--- src/rtl/mux4_arbiter_pkg.sv ---
// Shared encodings and constants for the mux4 round-robin arbiter.
package mux4_arbiter_pkg;

  typedef enum logic {
    ARB_IDLE  = 1'b0,
    ARB_OWNED = 1'b1
  } arb_state_e;

  localparam int         NUM_REQ  = 4;
  localparam int         SEL_W    = 2;
  localparam logic [1:0] LAST_RST = 2'd3;

endpackage

--- src/rtl/mux4_arbiter_rr_pick4.sv ---
// Combinational round-robin pick: first set request after `last`, wrapping mod 4.
module rr_pick4
  import mux4_arbiter_pkg::*;
(
  input  logic [NUM_REQ-1:0] req,
  input  logic [SEL_W-1:0]   last,
  output logic [SEL_W-1:0]   win_idx,
  output logic               any
);

  logic [SEL_W-1:0] w_cand;

  always_comb begin
    win_idx = last;
    any     = 1'b0;
    w_cand  = last;
    // k = 4 wraps back to `last` itself, so the previous owner is searched last.
    for (int k = 1; k <= NUM_REQ; k++) begin
      w_cand = last + SEL_W'(k);
      if (!any && req[w_cand]) begin
        win_idx = w_cand;
        any     = 1'b1;
      end
    end
  end

endmodule

--- src/rtl/mux4_arbiter.sv ---
// Round-robin owner arbiter driving the shared mux4 select.
// Optional hold limit with forced release enabled by MUX4_ARB_TIMEOUT_EN.
module mux4_arbiter
  import mux4_arbiter_pkg::*;
#(
  parameter int MAX_HOLD = 16
)
(
  input  logic               clock,
  input  logic               reset,
  input  logic [NUM_REQ-1:0] req,
  output logic [NUM_REQ-1:0] gnt,
  output logic [SEL_W-1:0]   sel,
  output logic               busy,
  output logic               timeout
);

  if (MAX_HOLD < 2 || MAX_HOLD > 256) begin : g_bad_max_hold
    $error("mux4_arbiter: MAX_HOLD must be in 2..256");
  end

  arb_state_e         r_state, w_state_nxt;
  logic [NUM_REQ-1:0] r_gnt, w_gnt_nxt;
  logic [SEL_W-1:0]   r_sel, w_sel_nxt;
  logic [SEL_W-1:0]   r_last, w_last_nxt;
  logic [SEL_W-1:0]   w_win_idx;
  logic               w_any;

  rr_pick4 u_pick (
    .req     (req),
    .last    (r_last),
    .win_idx (w_win_idx),
    .any     (w_any)
  );

`ifdef MUX4_ARB_TIMEOUT_EN
  localparam logic [7:0] HOLD_LAST = 8'(MAX_HOLD - 1);
  logic [7:0] r_cnt, w_cnt_nxt;
  logic       r_timeout, w_timeout_nxt;
`endif

  always_ff @(posedge clock) begin
    if (!reset) begin
      r_state <= ARB_IDLE;
      r_gnt   <= '0;
      r_sel   <= '0;
      r_last  <= LAST_RST;
`ifdef MUX4_ARB_TIMEOUT_EN
      r_cnt     <= '0;
      r_timeout <= 1'b0;
`endif
    end else begin
      r_state <= w_state_nxt;
      r_gnt   <= w_gnt_nxt;
      r_sel   <= w_sel_nxt;
      r_last  <= w_last_nxt;
`ifdef MUX4_ARB_TIMEOUT_EN
      r_cnt     <= w_cnt_nxt;
      r_timeout <= w_timeout_nxt;
`endif
    end
  end

  always_comb begin
    w_state_nxt = r_state;
    w_gnt_nxt   = r_gnt;
    w_sel_nxt   = r_sel;
    w_last_nxt  = r_last;
`ifdef MUX4_ARB_TIMEOUT_EN
    w_cnt_nxt     = r_cnt;
    w_timeout_nxt = 1'b0;
`endif
    case (r_state)
      ARB_IDLE: begin
        if (w_any) begin
          w_state_nxt = ARB_OWNED;
          w_gnt_nxt   = NUM_REQ'(1) << w_win_idx;
          w_sel_nxt   = w_win_idx;
`ifdef MUX4_ARB_TIMEOUT_EN
          w_cnt_nxt   = '0;
`endif
        end
      end
      ARB_OWNED: begin
        // A normal release wins over the hold limit, so no timeout pulse then.
        if (!req[r_sel]) begin
          w_state_nxt = ARB_IDLE;
          w_gnt_nxt   = '0;
          w_last_nxt  = r_sel;
        end
`ifdef MUX4_ARB_TIMEOUT_EN
        else if (r_cnt == HOLD_LAST) begin
          w_state_nxt   = ARB_IDLE;
          w_gnt_nxt     = '0;
          w_last_nxt    = r_sel;
          w_timeout_nxt = 1'b1;
        end else begin
          w_cnt_nxt = r_cnt + 8'd1;
        end
`endif
      end
      default: begin
        w_state_nxt = ARB_IDLE;
        w_gnt_nxt   = '0;
      end
    endcase
  end

  assign gnt  = r_gnt;
  assign sel  = r_sel;
  assign busy = |r_gnt;
`ifdef MUX4_ARB_TIMEOUT_EN
  assign timeout = r_timeout;
`else
  assign timeout = 1'b0;
`endif

endmodule

--- config.mk ---
export PLATFORM = sky130hd
export DESIGN_NAME = mux4_arbiter
export DESIGN_NICKNAME = d
export VERILOG_FILES = /design/src/rtl/mux4_arbiter_pkg.sv /design/src/rtl/mux4_arbiter_rr_pick4.sv /design/src/rtl/mux4_arbiter.sv
export SDC_FILE = /design/constraint.sdc
export NUM_CORES = 1
export LEC_CHECK = 0
export ABC_AREA = 1
export BUFFER_PORTS_ARGS = -buffer_cell sky130_fd_sc_hd__buf_2
export CAP_MARGIN = 20
export CORE_MARGIN = 2
export CORE_UTILIZATION = 46
export CTS_BUF_LIST = sky130_fd_sc_hd__clkbuf_8 sky130_fd_sc_hd__clkbuf_16
export DETAILED_ROUTE_END_ITERATION = 7
export HOLD_SLACK_MARGIN = 0.03
export PLACE_DENSITY = 0.72
export SLEW_MARGIN = 0
export SYNTH_ARGS = -nofsm -noshare
export SYNTH_HDL_FRONTEND = slang
export SYNTH_HIERARCHICAL = 1
export SYNTH_SLANG_ARGS = --single-unit
--- constraint.sdc ---
create_clock -name clock -period 1.5 [get_ports clock]
set_input_delay 0.075 -clock clock [delete_from_list [all_inputs] [get_ports clock]]
set_output_delay 0.075 -clock clock [all_outputs]
set_load 0.03 [all_outputs]
==> results.py, run 1 <==
metrics = {
    "outcome": {
        "status": "finished with violations",
        "violations": "setup timing",
    },
    "placement": {
        "dp_hpwl_mm": 1.122,
        "io_buffers": 12,
        "gp_congestion": 0.7944,
        "dp.cells": 132,
    },
    "timing": {
        "worst_slack_ns": -0.2239,
        "period_minus_slack_ns": 1.724,
        "fin_setup_tns_ns": -1.243,
        "max_freq_mhz": 580.1,
        "hold_violations": 0,
        "final_max_slew_viol_count": 0,
        "period_share_pct": 114.9,
        "hold_ws_ns": 0.07434,
        "setup_viol": 7,
        "rsz0062_at_grt": "true",
        "skew_ns": 0.0002981,
    },
    "yosys": {
        "yosys.cell_types.count": 23,
        "syn_inst": 99,
        "ys_seq_elements": 9,
        "synth_area_leaders": "dfxtp_1 (28%), nand2_1 (16%), nand3_1 (10%)",
        "ys_seq_area_share_pct": 27.59,
        "synth_nets": 105,
        "yosysTopAreaCell": "dfxtp_1",
        "netlist.area_leader.share_pct": 27.59,
        "synth.yosys.warnings": 6,
        "synthesis.area_um2": 653.1,
        "avgSynthCellArea_um2": 6.597,
    },
    "power": {
        "peakVddDrop_mv": 1.357,
        "power_frac_seq_pct": 18.3,
        "p_comb_share_pct": 71.1,
        "switching_power_w": 0.001371,
        "swShare_pct": 52.01,
        "clkPwrFrac_pct": 10.5,
        "leakage_nw": 0.5062,
        "power_density_mw_per_mm2": 2637,
        "p_int_w": 0.001265,
    },
    "layout": {
        "diodes": 0,
        "stdcell_count": 145,
        "drive_gt1_share_pct": 56.92,
        "areaGrowthSynthToFinish_pct": 53.07,
        "nets": 137,
    },
    "global_route": {
        "grt_first_pass_wirelength_mm": 3.070,
        "grt_max_degree": 10,
        "grt_pass1_vias": 719,
        "gr-total-overflow": 0,
        "antenna_found_initial": 0,
        "grt.total_usage_pct": 23.67,
    },
    "setup_path": {
        "worstPathArrival_ns": 1.85,
        "end_kind": "flop",
        "cp_max_fo": 7,
        "max_stage_delay_ns": 0.37,
        "critPathKind": "reg2reg",
        "slowest_stage": "dfxtp_4",
        "crit_chain": "inv_6 -> nand2_2 -> nand2_4 -> nand2_4 -> nand2_4 -> buf_4 -> xor2_1 -> nand2_1 -> nand2_2 -> or2_0 -> a21oi_2",
        "start_kind": "flop",
        "cp_data_required_time_ns": 1.62,
        "cp_common_cell": "nand2_4",
    },
    "die": {
        "boundaryPins": 14,
        "num_rows": 13,
        "coreArea_mm2": 0.001318,
        "die_x_um": 41.68,
        "start_util_pct": 49.57,
        "die_area_mm2": 0.001737,
        "die_h_um": 41.68,
    },
    "clock_tree": {
        "h-tree-depth": 1,
        "numCtsBuffers": 3,
        "cts_tree": "yes",
        "insertion_delay_ns": 0.24,
        "clk_pin_slew_worst_paths_ns": 0.04,
        "cts_root_buf": "clkbuf_8",
        "clock_path_buffers": 2,
        "clock-sinks": 9,
    },
    "detailed_routing": {
        "vias_per_cell": 5.255,
        "route.antenna.remaining_nets": 0,
        "drt_iter0_markers": 23,
        "vias": 762,
        "drc": 0,
        "routed_wl_mm": 2.096,
        "drt_first_pass_iters": 7,
        "wire_per_inst_um": 14.46,
    },
    "worst_hold_path": {
        "hold_path.class": "in2reg",
    },
    "flow_run": {
        "maxCapViolations": 0,
    },
}
[per-stage QoR]
| step | power [W] | utilization, % | instance area, um2 | worst slack [ns] |
|---|---|---|---|---|
| finish | 0.002636 | 75.88 | 999.7 | -0.2239 |
| global route | 0.002776 | 75.88 | 999.7 | -0.2775 |
| CTS | 0.002302 | 68.95 | 908.4 | -0.1315 |
| detailed placement | 0.001809 | 58.78 | 774.5 | -0.2108 |
| global placement | 0.001788 | 58.78 | 774.5 | -0.1434 |
| floorplan | 0.001443 | - | 654.4 | -0.03169 |
[critical path, delay by kind of cell, from the launching register on]
family / cells / cell delay [ns]
simple gates: 7 / 0.74
flops: 1 / 0.37
xor+xnor: 1 / 0.23
buf+inv: 2 / 0.20
compound gates: 1 / 0.06
[logic make-up (layout without fill, tap and decap cells)]
family                    after synthesis  after routing  synth area share [%]
AOI/OAI and AO/OA                      14             14                 13.41
xor gates and xnor gates                1              1                 1.341
buffers and inverters                  16             47                 11.30
DFF                                     9              9                 27.59
other                                   1              1                0.5742
and+or+nand+nor                        58             58                 45.79
[power groups by stage]
stage,sequential (W),combinational (W),clock (W)
6_report,0.000483,0.00187,0.000278
5_1_grt,0.000499,0.00199,0.000291
4_1_cts,0.000461,0.00156,0.000281
3_5_place_dp,0.000459,0.00135,0
3_3_place_gp,0.000457,0.00133,0
2_1_floorplan,0.000578,0.000865,0
[synthesized netlist by cell type (all sizes together)]
| cell | count |
|---|---|
| nand2 | 36 |
| o21ai | 2 |
| o211ai | 3 |
| buf | 2 |
| nand3 | 16 |
| conb | 1 |
| inv | 14 |
| or2 | 1 |
| nor2 | 2 |
| or4 | 1 |
| nand4 | 2 |
| dfxtp | 9 |
| xor2 | 1 |
| a21oi | 8 |
| a211oi | 1 |
[path summary, 6_finish.rpt]
path,start,to,slack [ns],cells after the start
min reg2reg,gnt[3]$_SDFFE_PN0P_,gnt[3]$_SDFFE_PN0P_,0.50,2
min,reset,r_last[0]$_SDFFE_PN1P_,0.07,2
max reg2reg,r_last[0]$_SDFFE_PN1P_,gnt[2]$_SDFFE_PN0P_,-0.22,11
max,r_last[0]$_SDFFE_PN1P_,gnt[2]$_SDFFE_PN0P_,-0.22,11
[flip-flops by register name (all words and copies together) (netlist names)]
name / cells
r_last: 2
gnt: 4
r_state: 1
sel: 2
[layout make-up]
cell class              instances  area, um2
clock inverters                 1      3.754
multi-input cells              74      498.0
clock buffers                   3      41.29
inverters                      14      62.56
repair buffers                 29      187.7
flip-flops and latches          9      187.7
well taps                      15      18.77
fillers                        98      317.8
[cells in the final DEF, fill, tap and decap left out]
cell type,n
nand3_1,8
inv_6,1
nand4_1,2
a21oi_2,3
or2_0,1
inv_4,2
nor2_4,2
o21ai_0,1
or4_1,1
nand2_2,15
a211oi_1,1
o21ai_2,1
dfxtp_4,2
clkbuf_8,3
conb_1,1
nand3_2,7
xor2_1,1
buf_2,12
dfxtp_1,7
nand2_1,17
nand3_4,1
o211ai_1,3
a21oi_1,4
nand2_4,4
a21oi_4,1
buf_4,17
inv_1,9
inv_2,3
[layer usage]
layer,up-vias,GRT usage [%],share of wire [%]
met3,7,3.913,3.9
li1,385,-,-
met1,340,27.15,41
met2,30,39.06,52
met4,0,17.42,3.3
met5,-,0,0
[repair_timing]
item | in CTS | in global routing
hold endpoints to repair | 0 | 0
pin swaps | 12 | 18
endpoints found under the setup margin | 7 | 7
hold buffers | 0 | 0
gates resized for setup | 16 | 20
buffers inserted | 6 | 3
No activity file was read; power rests on OpenSTA's default activity.
==> run 2: changes to the inputs <==
Settings changed: CORE_UTILIZATION 46 to 51, CTS_BUF_LIST sky130_fd_sc_hd__clkbuf_8 sky130_fd_sc_hd__clkbuf_16 to sky130_fd_sc_hd__clkbuf_2 sky130_fd_sc_hd__clkbuf_4 sky130_fd_sc_hd__clkbuf_8, GPL_TIMING_DRIVEN set to 0, PLACE_DENSITY 0.72 to 0.77, SYNTH_HIERARCHICAL 1 to unset.
==> run 2 against run 1 <==
Net effect: the run still ends with setup timing left; setup slack better by 0.17 ns; first-iteration DRC count up 13%; synthesized cell count is 18% higher; highest routed layer is now met3; sequential power is 8.3% lower; via count up 6.7%.
==> results.py, run 2 <==
metrics = {
    "outcome": {
        "status": "finished with violations",
        "violations": "setup timing",
    },
    "timing": {
        "skew_ns": 0.002551,
        "worst_slack_ns": -0.05834,
        "setup_viol": 7,
        "rsz0062_at_grt": "true",
        "max_freq_mhz": 641.7,
        "hold_violations": 0,
        "final_max_slew_viol_count": 0,
        "period_minus_slack_ns": 1.558,
        "period_share_pct": 103.9,
    },
    "setup_path": {
        "critPathKind": "reg2reg",
        "cp_data_required_time_ns": 1.70,
        "slowest_stage": "dfxtp_2",
        "cp_common_cell": "nand2_2",
        "worstPathArrival_ns": 1.76,
        "cp_max_fo": 8,
        "crit_chain": "buf_8 -> inv_8 -> nand2_2 -> nand2_2 -> nand2_4 -> nand2_4 -> nor2_4 -> buf_6 -> nand3_2 -> nand2_2 -> nor2_4 -> nand2_1 -> a21oi_2",
        "max_stage_delay_ns": 0.32,
        "start_kind": "flop",
        "end_kind": "flop",
        "reg2reg_depth": 13,
    },
    "global_route": {
        "grt_pass1_vias": 691,
        "grt.total_usage_pct": 20.42,
        "grt_first_pass_wirelength_mm": 2.891,
        "antenna_found_initial": 0,
        "grt_max_degree": 9,
        "gr-total-overflow": 0,
    },
    "layout": {
        "diodes": 0,
        "final_cell_mix": "nand2_1 (31), nand2_2 (12), buf_2 (12)",
        "finalCoreUtilization_pct": 69.64,
        "final.fill_count": 127,
        "drive_gt1_share_pct": 47.18,
        "largest_reg_flops": 4,
        "nets": 149,
        "areaGrowthSynthToFinish_pct": 30.41,
        "layout_commonest_cell": "nand2_1",
    },
    "die": {
        "die_area_mm2": 0.001871,
        "die_h_um": 43.25,
        "num_rows": 14,
        "boundaryPins": 14,
        "coreArea_mm2": 0.001471,
        "start_util_pct": 53.40,
        "die_x_um": 43.25,
    },
    "yosys": {
        "netlist.area_leader.share_pct": 22.93,
        "ys_seq_area_share_pct": 22.93,
        "synthesis.area_um2": 785.8,
        "synth_nets": 123,
        "yosysTopAreaCell": "dfxtp_1",
        "synth_most_common_cell": "nand2_1",
        "postSynth.asyncResetShare_pct": 0,
        "ys_seq_elements": 9,
        "yosys-top-cells-count": "nand2_1 (37), nand3_1 (12), dfxtp_1 (9), inv_1 (9)",
        "synth-main-ff-cell": "dfxtp_1",
        "synth.yosys.warnings": 0,
        "synth_area_leaders": "dfxtp_1 (23%), nand2_1 (18%), nand2_4 (11%)",
        "avgSynthCellArea_um2": 6.716,
        "yosys.cell_types.count": 24,
        "syn_inst": 117,
        "synth_edf_count": 0,
    },
    "clock_tree": {
        "clock-sinks": 9,
        "cts_tree": "yes",
        "clk_pin_slew_worst_paths_ns": 0.06,
        "clock_path_buffers": 2,
        "insertion_delay_ns": 0.26,
        "h-tree-depth": 1,
        "cts_root_buf": "clkbuf_4",
        "hold_buffers": 0,
        "numCtsBuffers": 3,
    },
    "placement": {
        "dp_hpwl_mm": 1.246,
        "pre_cts_ws_ns": -0.04201,
        "io_buffers": 12,
        "gp_congestion": 0.7729,
    },
    "detailed_routing": {
        "drc": 0,
        "drt_first_pass_iters": 4,
        "vias_per_cell": 5.146,
        "routed_wl_mm": 1.770,
        "drt_iter0_markers": 26,
        "wire_per_inst_um": 11.20,
        "route.antenna.remaining_nets": 0,
        "vias": 813,
    },
    "worst_hold_path": {
        "holdPathStages": 2,
        "hold_path.class": "in2reg",
    },
    "power": {
        "leakage_nw": 0.5317,
        "power_density_mw_per_mm2": 2544,
        "peakVddDrop_mv": 1.460,
        "power.total_w": 0.002607,
    },
    "flow_run": {
        "maxCapViolations": 0,
    },
}
run 2: what timing repair did:
| item | 4_1_cts | 5_1_grt |
|---|---|---|
| gates resized for setup | 12 | 9 |
| buffers inserted | 9 | 0 |
| setup endpoints to repair | 6 | 8 |
| pin swaps | 15 | 3 |
run 2: path summary, 6_finish.rpt:
kind / startpoint / end / slack (ns)
worst max-delay path: r_last[0]$_SDFFE_PN1P_ / gnt[0]$_SDFFE_PN0P_ / -0.06
worst min-delay path: reset / r_last[1]$_SDFFE_PN1P_ / 0.06
worst max register to register: r_last[0]$_SDFFE_PN1P_ / gnt[0]$_SDFFE_PN0P_ / -0.06
worst min register to register: gnt[2]$_SDFFE_PN0P_ / gnt[2]$_SDFFE_PN0P_ / 0.50
run 2: cell families (layout without fill, tap and decap cells):
family	Yosys count	after routing	synth area share (%)
simple gates	75	75	53.19
buf+inv	16	41	11.31
compound gates	15	15	10.83
flops	9	9	22.93
other cells	1	1	0.4772
mux	1	1	1.274
run 2: layout make-up:
class,instances,area (um2),share of cell area [%]
Buffer,3,33.78,3.297
Timing Repair Buffer,21,131.4,12.82
Sequential cell,9,183.9,17.95
Clock buffer,4,30.03,2.930
Tap cell,16,20.02,1.954
Multi-Input combinational cell,92,564.3,55.07
Inverter,13,61.31,5.983
run 2: through the flow:
step	TNS, ns	hold WS, ns	area [um2]	instances
3_5_place_dp	-0.1057	0.3271	865.8	145
4_1_cts	-0.2758	0.04820	996.0	158
2_1_floorplan	0	0.1736	785.8	117
5_1_grt	-1.030	0.05673	1025	158
3_3_place_gp	-0.04811	0.3204	865.8	145
6_report	-0.2828	0.05645	1025	158
run 2: layer usage:
layer | share of wire, % | global-route usage (%)
met1 | 45 | 26.68
met2 | 52 | 32.24
met3 | 3.7 | 6.383
met4 | 0 | 5.455
met5 | 0 | 0
run 2: where the power goes:
| part | total (W) | internal (W) | switching (W) | leakage, nW |
|---|---|---|---|---|
| Combinational | 0.00196 | 0.000724 | 0.00123 | 0.439 |
| Clock | 0.000207 | 0.000121 | 0.0000860 | 0.0184 |
| Sequential | 0.000443 | 0.000354 | 0.0000887 | 0.0739 |
| Total | 0.00261 | 0.00120 | 0.00141 | 0.532 |
run 2: critical path, delay by kind of cell (launching register included):
kind	cells	cell delay, ns
AND/OR/NAND/NOR	9	0.71
buffers and inverters	3	0.33
flip-flops	1	0.32
AO/OA/AOI/OAI	1	0.12
==> run 3: changes to the inputs <==
Settings changed: CORE_UTILIZATION 51 to 49, PLACE_DENSITY 0.77 to 0.76, SYNTH_HIERARCHICAL set to 1.
==> run 3 against run 2 <==
Net effect: the run still ends with setup timing left; clock skew grew 0.00078 ns; global-route usage up 4.3 points; sequential cell count stayed put; critical path depth is 3 lower; via count fell by 4.7%; non-clock buffer count grew 1; final cell count down 11%; total power is 6.3% lower; clock-buffer cell count unchanged; first-iteration DRC count decreased by 15%; clock power fell by 2%; utilization grew 8.2 points; critical path type unchanged; largest power group unchanged; highest routed layer is now met4.
==> results.py, run 3 (synthesis results as in run 1) <==
metrics = {
    "layout": {
        "diodes": 0,
        "multi_input_area_um2": 524.3,
        "areaGrowthSynthToFinish_pct": 51.15,
        "stdcell_count": 141,
        "seqCellArea_um2": 187.7,
        "nets": 133,
        "layout_commonest_cell": "nand2_1",
        "drive_gt1_share_pct": 53.17,
        "final_cell_mix": "nand2_1 (15), buf_4 (12), buf_2 (12)",
        "final.fill_count": 94,
        "largest_reg_flops": 4,
        "finalCoreUtilization_pct": 77.81,
    },
    "setup_path": {
        "cp_max_fo": 6,
        "crit_family": "simple AND/OR/NAND/NOR gates",
        "path_buf_inv": 2,
        "timing.rr.end": "gnt[2]$_SDFFE_PN0P_",
        "end_kind": "flop",
        "r2r_slack_ns": -0.15,
        "worstPathArrival_ns": 1.85,
        "slowest_stage": "dfxtp_4",
        "critPathKind": "reg2reg",
        "crit_chain": "buf_6 -> nand2_4 -> nand3_1 -> o21ai_0 -> nand4_1 -> inv_2 -> nor2_4 -> nand2_2 -> or2_1 -> a21oi_2",
        "max_stage_delay_ns": 0.42,
        "start_kind": "flop",
        "reg2reg_depth": 10,
        "reg2reg_from": "r_last[0]$_SDFFE_PN1P_",
        "cp_data_required_time_ns": 1.70,
    },
    "timing": {
        "max_freq_mhz": 605.4,
        "final_max_slew_viol_count": 0,
        "period_share_pct": 110.1,
        "setup_viol": 7,
        "worst_slack_ns": -0.1519,
        "rsz0062_at_grt": "true",
        "period_minus_slack_ns": 1.652,
        "fin_setup_tns_ns": -0.7795,
        "hold_violations": 0,
        "skew_ns": 0.003336,
    },
    "worst_hold_path": {
        "holdPathStages": 2,
        "hp-start": "reset",
        "hold_path.class": "in2reg",
        "whs_endpoint": "r_last[1]$_SDFFE_PN1P_",
    },
    "global_route": {
        "met2_usage_pct": 48.02,
        "grt_use_met1_pct": 27.15,
        "antenna_found_initial": 0,
        "grt.busiest_layer": "met2",
        "grt_max_degree": 10,
        "grt.total_usage_pct": 24.72,
        "grt_pass1_vias": 654,
        "grt_use_met3_pct": 3.333,
        "gr-total-overflow": 0,
        "grt_first_pass_wirelength_mm": 2.684,
    },
    "die": {
        "die_h_um": 40.51,
        "boundaryPins": 14,
        "coreArea_mm2": 0.001269,
        "die_x_um": 40.51,
        "die_area_mm2": 0.001641,
        "start_util_pct": 51.48,
        "num_rows": 13,
    },
    "placement": {
        "gp_congestion": 0.7353,
        "pre_cts_ws_ns": -0.2291,
        "dp.cells": 126,
        "io_buffers": 12,
        "dp_hpwl_mm": 1.144,
    },
    "detailed_routing": {
        "routed_wl_mm": 1.986,
        "drt_first_pass_iters": 4,
        "vias_per_cell": 5.496,
        "vias": 775,
        "route.antenna.remaining_nets": 0,
        "drt_iter0_markers": 22,
        "wire_per_inst_um": 14.09,
        "drc": 0,
    },
    "clock_tree": {
        "clk_pin_slew_worst_paths_ns": 0.06,
        "h-tree-depth": 1,
        "insertion_delay_ns": 0.26,
        "clock-sinks": 9,
        "cts_tree": "yes",
        "cts_root_buf": "clkbuf_4",
        "numCtsBuffers": 3,
        "clock_path_buffers": 2,
    },
    "flow_run": {
        "maxCapViolations": 0,
    },
    "power": {
        "leakage_nw": 0.5101,
        "power_density_mw_per_mm2": 2474,
        "power.total_w": 0.002442,
        "peakVddDrop_mv": 1.378,
    },
    "outcome": {
        "violations": "setup timing",
        "status": "finished with violations",
    },
}
run 3: per-stage QoR:
stage	area (um2)	hold WS, ns
global placement	733.2	0.3146
CTS	880.8	0.05521
global route	987.2	0.06338
floorplan	654.4	0.1735
finish	987.2	0.05533
detailed placement	733.2	0.3216
run 3: layout make-up:
cell class / instances / share of cell area, %
buffer: 1 / 0.7605
tap: 15 / 1.901
multi-input combinational: 74 / 53.11
timing repair buffer: 24 / 15.59
inverter: 14 / 6.591
clock buffer: 4 / 3.042
sequential: 9 / 19.01
run 3: repair_timing:
| action | 4_1_cts | 5_1_grt |
|---|---|---|
| hold buffers | 0 | 0 |
| buffers inserted | 10 | 3 |
| resized for setup | 20 | 23 |
| setup endpoints to repair | 6 | 7 |
| pin swaps | 12 | 11 |
run 3: worst max path at each step:
stage / start / to / cells past startpoint
finish: r_last[0]$_SDFFE_PN1P_ / gnt[2]$_SDFFE_PN0P_ / 10
global route: r_last[0]$_SDFFE_PN1P_ / gnt[2]$_SDFFE_PN0P_ / 10
CTS: r_last[0]$_SDFFE_PN1P_ / gnt[2]$_SDFFE_PN0P_ / 12
detailed placement: r_last[0]$_SDFFE_PN1P_ / sel[0]$_SDFFE_PN0P_ / 13
global placement: r_last[1]$_SDFFE_PN1P_ / sel[0]$_SDFFE_PN0P_ / 12
floorplan: r_last[0]$_SDFFE_PN1P_ / gnt[2]$_SDFFE_PN0P_ / 13
run 3: metal layers:
metal	vias to the layer above	share of wire, %
li1	378	-
met1	363	39
met2	28	55
met3	6	4.3
met4	0	1.5
met5	-	0
run 3: power breakdown:
group	switching [W]	internal [W]
logic	0.00110	0.000645
registers	0.000139	0.000354
clock network	0.0000822	0.000120
total	0.00132	0.00112
